--- src/rtl/vga_timing_gen.sv ---
// VGA raster timing generator: derives a pixel-enable from the system clock, runs the
// horizontal/vertical counters, and registers sync/blank/RGB one pixel after the address.
module vga_timing_gen #(
    parameter int unsigned H_SYNC   = 96,
    parameter int unsigned H_BACK   = 48,
    parameter int unsigned H_ACTIVE = 640,
    parameter int unsigned H_FRONT  = 16,
    parameter int unsigned V_SYNC   = 2,
    parameter int unsigned V_BACK   = 33,
    parameter int unsigned V_ACTIVE = 480,
    parameter int unsigned V_FRONT  = 10
) (
    input  logic        clk,
    input  logic        rst,
    input  logic [23:0] vga_data,
    output logic [9:0]  h_addr,
    output logic [9:0]  v_addr,
    output logic        frame_start,
    output logic        pclk,
    output logic        hsync,
    output logic        vsync,
    output logic        valid,
    output logic [7:0]  vga_r,
    output logic [7:0]  vga_g,
    output logic [7:0]  vga_b
);

    localparam int unsigned H_TOTAL = H_SYNC + H_BACK + H_ACTIVE + H_FRONT;
    localparam int unsigned V_TOTAL = V_SYNC + V_BACK + V_ACTIVE + V_FRONT;

    localparam logic [9:0] H_SYNC_END = 10'(H_SYNC);
    localparam logic [9:0] H_ACT_BEG  = 10'(H_SYNC + H_BACK);
    localparam logic [9:0] H_ACT_END  = 10'(H_SYNC + H_BACK + H_ACTIVE);
    localparam logic [9:0] H_LAST     = 10'(H_TOTAL - 1);

    localparam logic [9:0] V_SYNC_END = 10'(V_SYNC);
    localparam logic [9:0] V_ACT_BEG  = 10'(V_SYNC + V_BACK);
    localparam logic [9:0] V_ACT_END  = 10'(V_SYNC + V_BACK + V_ACTIVE);
    localparam logic [9:0] V_LAST     = 10'(V_TOTAL - 1);

    logic        pix_en_q, pix_en_d;
    logic        tick;
    logic [9:0]  h_cnt_q, h_cnt_d;
    logic [9:0]  v_cnt_q, v_cnt_d;
    logic        h_wrap, v_wrap;
    logic        h_act, v_act, disp_act;

    logic        hsync_q, hsync_d;
    logic        vsync_q, vsync_d;
    logic        valid_q, valid_d;
    logic        frame_start_q, frame_start_d;
    logic [23:0] rgb_q, rgb_d;

    // Every other clk edge is a pixel tick; pix_en doubles as the 25 MHz pixel clock.
    assign tick     = pix_en_q;
    assign pix_en_d = ~pix_en_q;

    assign h_wrap   = (h_cnt_q == H_LAST);
    assign v_wrap   = (v_cnt_q == V_LAST);
    assign h_act    = (h_cnt_q >= H_ACT_BEG) && (h_cnt_q < H_ACT_END);
    assign v_act    = (v_cnt_q >= V_ACT_BEG) && (v_cnt_q < V_ACT_END);
    assign disp_act = h_act && v_act;

    always_comb begin
        // NOTE: every always_comb output gets a default first so no path can infer a latch.
        h_addr = '0;
        v_addr = '0;
        if (disp_act) begin
            h_addr = h_cnt_q - H_ACT_BEG;
            v_addr = v_cnt_q - V_ACT_BEG;
        end
    end

    always_comb begin
        h_cnt_d = h_cnt_q;
        v_cnt_d = v_cnt_q;
        if (tick) begin
            h_cnt_d = h_wrap ? '0 : h_cnt_q + 10'd1;
            if (h_wrap) begin
                v_cnt_d = v_wrap ? '0 : v_cnt_q + 10'd1;
            end
        end
    end

    // Output stage samples the pre-tick counters, so it lags the address by one pixel
    // and lines up with the colour the source returned for that address.
    always_comb begin
        hsync_d       = hsync_q;
        vsync_d       = vsync_q;
        valid_d       = valid_q;
        rgb_d         = rgb_q;
        frame_start_d = 1'b0;
        if (tick) begin
            hsync_d       = !(h_cnt_q < H_SYNC_END);
            vsync_d       = !(v_cnt_q < V_SYNC_END);
            valid_d       = disp_act;
            rgb_d         = disp_act ? vga_data : 24'h000000;
            frame_start_d = (h_cnt_q == 10'd0) && (v_cnt_q == 10'd0);
        end
    end

    always_ff @(posedge clk or posedge rst) begin
        if (rst) begin
            pix_en_q      <= 1'b0;
            h_cnt_q       <= '0;
            v_cnt_q       <= '0;
            hsync_q       <= 1'b1;
            vsync_q       <= 1'b1;
            valid_q       <= 1'b0;
            rgb_q         <= '0;
            frame_start_q <= 1'b0;
        end else begin
            // NOTE: non-blocking updates so every register sees the pre-edge state.
            pix_en_q      <= pix_en_d;
            h_cnt_q       <= h_cnt_d;
            v_cnt_q       <= v_cnt_d;
            hsync_q       <= hsync_d;
            vsync_q       <= vsync_d;
            valid_q       <= valid_d;
            rgb_q         <= rgb_d;
            frame_start_q <= frame_start_d;
        end
    end

    assign pclk                  = pix_en_q;
    assign hsync                 = hsync_q;
    assign vsync                 = vsync_q;
    assign valid                 = valid_q;
    assign frame_start           = frame_start_q;
    assign {vga_r, vga_g, vga_b} = rgb_q;

endmodule

--- config.mk ---
export PLATFORM = sky130hd
export DESIGN_NAME = vga_timing_gen
export DESIGN_NICKNAME = d
export VERILOG_FILES = /design/src/rtl/vga_timing_gen.sv
export SDC_FILE = /design/constraint.sdc
export NUM_CORES = 1
export LEC_CHECK = 0
export CELL_PAD_IN_SITES_DETAIL_PLACEMENT = 1
export CELL_PAD_IN_SITES_GLOBAL_PLACEMENT = 2
export CORE_ASPECT_RATIO = 1.75
export CORE_MARGIN = 10
export CORE_UTILIZATION = 32
export DETAILED_ROUTE_END_ITERATION = 12
export PLACE_DENSITY = 0.87
export SETUP_SLACK_MARGIN = 0.05
export SLEW_MARGIN = 20
export SYNTH_ARGS = -nofsm -noshare
export SYNTH_HDL_FRONTEND = slang
export SYNTH_SLANG_ARGS = --single-unit
--- constraint.sdc ---
create_clock -name clk -period 5.5 [get_ports clk]
set_clock_uncertainty 0.2 [all_clocks]
set_input_delay 1.1 -clock clk [delete_from_list [all_inputs] [get_ports clk]]
set_output_delay 1.1 -clock clk [all_outputs]
set_load 0.03 [all_outputs]
Word-level counts from Yosys, hierarchy flattened

Index checks and enable logic that the tools add are counted.

Register bits after elaboration: 49
Input port bits: 26
Output and inout bits: 49
Logic and storage cells: 36

$add $sub $neg: 4
$lt $le $gt $ge: 6
Equality and inequality tests: 2
Mux-type cells: 6
Bitwise logic cells: 1
Reduce and logical (&&, ||, !) cells: 9

Operators with widths:

| kind                  | count |
|---|---|
| $mux 10               | 4 |
| $mux 24               | 1 |
| $add 10x1->10 const B | 2 |
| $eq 10x10->1 const B  | 2 |
| $logic_not 10->1      | 2 |
| $lt 10x10->1 const B  | 2 |
| $ge 10x6->1 const B   | 1 |
| $ge 10x8->1 const B   | 1 |
| $lt 10x2->1 const B   | 1 |
| $lt 10x7->1 const B   | 1 |
| $sub 10x6->10 const B | 1 |
| $sub 10x8->10 const B | 1 |
| $logic_and 1x1->1     | 4 |
| $logic_not 1->1       | 2 |
| $reduce_and 2->1      | 1 |
| $mux 1                | 1 |
| $not 1->1             | 1 |

Longest topological paths before layout

Word-level depth: 4
Gate-level depth with buffers: 7
Mapped depth without buffers: 6

Least setup slack after synthesis

No wires, ideal clock.

Path type: reg2out
Start: register v_cnt_q[0]
End: output port h_addr[2]
Arrival: 2.131 ns
Required time: 4.200 ns
Path slack: 2.069 ns
Stages on the path, launching flop included: 7
Path buffers: 2
Cell sequence: dfrtp_1 -> ha_1 -> buf_2 -> nor2b_1 -> a32o_1 -> buf_2 -> nor3b_1

Cells in the longest elaborated chain, start to end: 4
Elaborated cells on any way between the ends: 5
Those cells by class: 2 x order compare; 1 x mux; 2 x reduce/logical

RTL lines:

| item                                        | line | source |
|---|---|---|
| start: declaration                          | 44   | `logic [9:0] v_cnt_q, v_cnt_d;` |
| start signal: assignment                    | 116  | `v_cnt_q <= v_cnt_d;` |
| $ge 10x6->1 or $lt 10x10->1 (tied branches) | 61   | `assign v_act = (v_cnt_q >= V_ACT_BEG) && (v_cnt_q < V_ACT_END);` |
| $logic_and 1x1->1 (*)                       | 61   |  |
| $logic_and 1x1->1 (*)                       | 62   | `assign disp_act = h_act && v_act;` |
| $mux 10 (*)                                 | 68   | `if (disp_act) begin` |
| end: declaration                            | 16   | `output logic [9:0] h_addr,` |

Mark *: on every way between the ends. The rest lies on a longest branch, timed or not.

Final worst setup path

Start: register v_cnt_q[0]
End: output port h_addr[9]

The elaborated chain is that of the path after synthesis.

==> run_results.csv <==
group,metric,value,unit
sta,rsz0062_at_grt,"no",
worst_setup_path,crit_cells,6,
grt,grt_use_total,13.4,%
cts,cts_resized,0,
placement,place_inst,451,
worst_setup_path,crit_arrival,3.16,ns
logic_synthesis,synth_top_family_by_area,"simple AND/OR/NAND/NOR gates",
final_layout,finalNetCount,375,
logic_synthesis,seq_area_frac_synth,42.8,%
power,pwr_density_cell,186,mW/mm^2
logic_synthesis,syn_area,0.00287,sq mm
floorplanning,io_pins,75,
logic_synthesis,synth_compound_area_share,16.5,%
floorplanning,start_util,32.9,%
floorplanning,dieArea,0.0133,sq mm
worst_hold_path,hold_end,"rgb_q[10]",
worst_hold_path,min_path_type,"flip-flop to flip-flop",
floorplanning,die_w,91.6,um
worst_hold_path,holdCritStartpoint,"rgb_q[10]",
logic_synthesis,synth_top_flop_cell,"dfrtp_1",
logic_synthesis,syn_nets,314,
final_layout,layout-drive-gt1-share,12.6,%
grt,gr-max-usage-layer,"met2",
sta,finalHoldViolCount,0,
drt,drt-initial-drc-count,106,
worst_setup_path,cpMaxStageDelayCell,"clkdlybuf4s50_1",
grt,grt_use_met2,23.8,%
logic_synthesis,yosys.area_share.simple,23.8,%
logic_synthesis,yosysWarnings,0,
logic_synthesis,syn-instance-count,280,
sta,slew-limit-headroom,41.9,%
final_layout,antenna_cells,0,
drt,wl,8910,um
worst_setup_path,path_cells,"ha_1, o41ai_2, a32o_1, buf_4, nor3_1, clkdlybuf4s50_1",
floorplanning,std_cell_rows,45,
cts,cts_root_buffer,"clkbuf_16",
grt,grt_overflow,0,
placement,gp_congestion,0.817,
drt,firstDrtPassIters,4,
logic_synthesis,yosys-mux-area-fraction,0.349,%
cts,cts.sinks,49,
logic_synthesis,avgSynthCellArea,10.2,sq um
cts,ctsHoldBuffers,0,
sta,final.setup.tns,0,ns
sta,worst_pin_slew,0.870,ns
worst_setup_path,reg2reg_depth,7,
worst_setup_path,cp-start-kind,"flip-flop",
drt,num_vias,2409,
worst_setup_path,worstReg2RegEnd,"rgb_q[13]",
cts,h-tree-depth,2,
drt,ant_nets,0,
grt,grt_max_degree,50,
worst_setup_path,cp.required,4.20,ns
drt,drc,0,
placement,place_hpwl,6550,um
logic_synthesis,synth_edf_count,0,
worst_setup_path,rr_startpoint,"h_cnt_q[4]",
power,ir_drop,0.000158,V
cts,path_clk_slew,0.07,ns
sta,max_freq,224,MHz
placement,portBuffers,74,
worst_setup_path,critPathTopFamily,"buffers and inverters",
sta,final.min_clock_period,4.46,ns
floorplanning,coreArea,0.00873,sq mm
final_layout,syn_to_final_growth,32.5,%
cts,clock_path_buffers,2,
worst_setup_path,r2r_slack,2.83,ns
grt,antenna_found_initial,0,
sta,setup_violations,0,
worst_setup_path,crit_path_end_kind,"output port",
sta,drv_slew,0,
cts,cts_setup_buffers,0,
cts,cts_buffers,5,
logic_synthesis,postSynth.asyncResetShare,100,%
final_layout,fillerInstances,978,
drt,wl_per_cell,19.4,um
floorplanning,die_h,145,um
cts,cts_tree,"built",
status,outcome,"complete, no violations",
logic_synthesis,synth_xor_xnor_area_share,6.72,%
grt,first_global_vias,2677,
logic_synthesis,synth.distinct_cells,49,
worst_hold_path,holdPathStages,1,
drt,routed_via_density,5.25,
power,leakage,0.00145,uW
job,drv_cap,0,
logic_synthesis,ys_seq_elements,49,
logic_synthesis,synthAdderAreaFrac,3.49,%
worst_setup_path,path_class,"flip-flop to output port",
worst_setup_path,slowest_delay,0.65,ns
final_layout,final_cells,459,
worst_setup_path,path_max_fanout,15,
cts,clkLatencyLatePin,0.30,ns
grt,gr-usage-met1,14.2,%
worst_setup_path,path_buf_inv,2,
grt,grt_pass1_wl,14600,um
sta,timing.final.crit_share,81.1,%
grt,grt_use_met3,5.05,%
## placed cells by master, fill, tap and decap left out, types with 2 or more instances in the layout
cell type        Yosys  layout
a21oi_1              6       6
buf_4                1       6
nand4_1              4       4
nor3_2              15      15
nor3_1               8       8
xor2_1               6       6
dfrtp_1             47      47
and4_1               4       4
or3_1                5       5
o2bb2ai_2            5       5
nand3_1             29      29
o2bb2ai_1           21      21
ha_1                 8       8
nor4_1               3       3
a31oi_1              2       2
nand2_1             15      15
clkbuf_16            0       5
xnor2_1             16      16
and3_1               5       5
clkinv_2             0       2
nor2_1              11      11
nor3b_1              4       4
clkdlybuf4s50_1      0      74
inv_1                8       7
o21ai_0              6       6
dfstp_2              2       2
nor4b_1              2       2
o21ai_1              2       2
## cell type report
type,count,area [sq um],area share [%]
flip-flops and latches,49,1230,32.3
clock buffers,5,125,3.29
repair buffers,80,786,20.7
multi-input cells,196,1460,38.4
well taps,117,146,3.85
clock inverters,3,21.3,0.560
inverters,9,35.0,0.922
## synthesized netlist by cell type (3+ instances only)
| cell type | instances | area [sq um] |
|---|---|---|
| or3_1 | 5 | 31.3 |
| and3_1 | 5 | 31.3 |
| ha_1 | 8 | 100 |
| dfrtp_1 | 47 | 1180 |
| buf_2 | 7 | 35.0 |
| o2bb2ai_1 | 21 | 184 |
| xnor2_1 | 16 | 140 |
| xor2_1 | 6 | 52.6 |
| nand3_1 | 29 | 145 |
| o21ai_0 | 6 | 30.0 |
| nor3b_1 | 4 | 30.0 |
| nor4_1 | 3 | 18.8 |
| o2bb2ai_2 | 5 | 75.1 |
| nor3_2 | 15 | 150 |
| buf_6 | 5 | 56.3 |
| nor3_1 | 8 | 40.0 |
| clkbuf_1 | 11 | 41.3 |
| nand2_1 | 15 | 56.3 |
| and4_1 | 4 | 35.0 |
| a21oi_1 | 6 | 30.0 |
| nand4_1 | 4 | 25.0 |
| nor2_1 | 11 | 41.3 |
| inv_1 | 8 | 30.0 |
## worst reg2reg max path, stage by stage, from the launching register on
cell	delay, ns
dfrtp_1	0.47
inv_1	0.12
ha_1	0.18
nand2b_1	0.09
a211o_1	0.33
o211ai_4	0.69
buf_4	0.37
o2bb2ai_1	0.11
## sequential cells by signal (all words and copies together) (netlist names)
name and cells:
frame_start 1, h_cnt_q 10, hsync 1, pclk 1, rgb_q 24, v_cnt_q 10
valid 1, vsync 1
## layer usage
| layer | part of all wire (%) | vias to the layer above | routed length, um |
|---|---|---|---|
| met5 | 0 | - | 0 |
| met4 | 1.2 | 0 | 106 |
| met1 | 38 | 1195 | 3390 |
| met3 | 8.1 | 7 | 722 |
| li1 | - | 1132 | - |
| met2 | 53 | 75 | 4690 |
## worst max path at each step
stage	from	end	slack, ns
2_1_floorplan	v_cnt_q[0]	h_addr[2]	2.07
3_3_place_gp	v_cnt_q[0]	h_addr[9]	1.40
3_5_place_dp	v_cnt_q[0]	h_addr[9]	1.35
4_1_cts	v_cnt_q[0]	h_addr[9]	1.03
5_1_grt	h_cnt_q[0]	h_addr[9]	0.88
6_report	v_cnt_q[0]	h_addr[9]	1.04
## metrics by stage
step           setup slack (ns)  util (%)  total power (uW)  area, sq um  hold WS (ns)
6_report                   1.04      43.5               705         3800         0.293
5_1_grt                   0.885      43.5               727         3800         0.309
4_1_cts                    1.03      43.5               712         3800         0.297
3_5_place_dp               1.35      41.8               393         3650         0.272
3_3_place_gp               1.40      41.8               393         3650         0.270
2_1_floorplan              2.07         -               372         2870         0.311
## power breakdown
| part | total (uW) | switching, uW | internal, uW |
|---|---|---|---|
| Combinational | 25.1 | 9.59 | 15.5 |
| Clock | 320 | 150 | 170 |
| Sequential | 360 | 0 | 360 |
| Total | 705 | 160 | 545 |
## cell families after synthesis
kind of cell	count (synthesis)
multiplexers	1
buffers and inverters	35
XOR/XNOR	22
AND/OR/NAND/NOR	111
flip-flops	49
adder cells (fa/ha/maj)	8
AO/OA/AOI/OAI	54
Note: power is estimated with default switching activity, not from simulation.
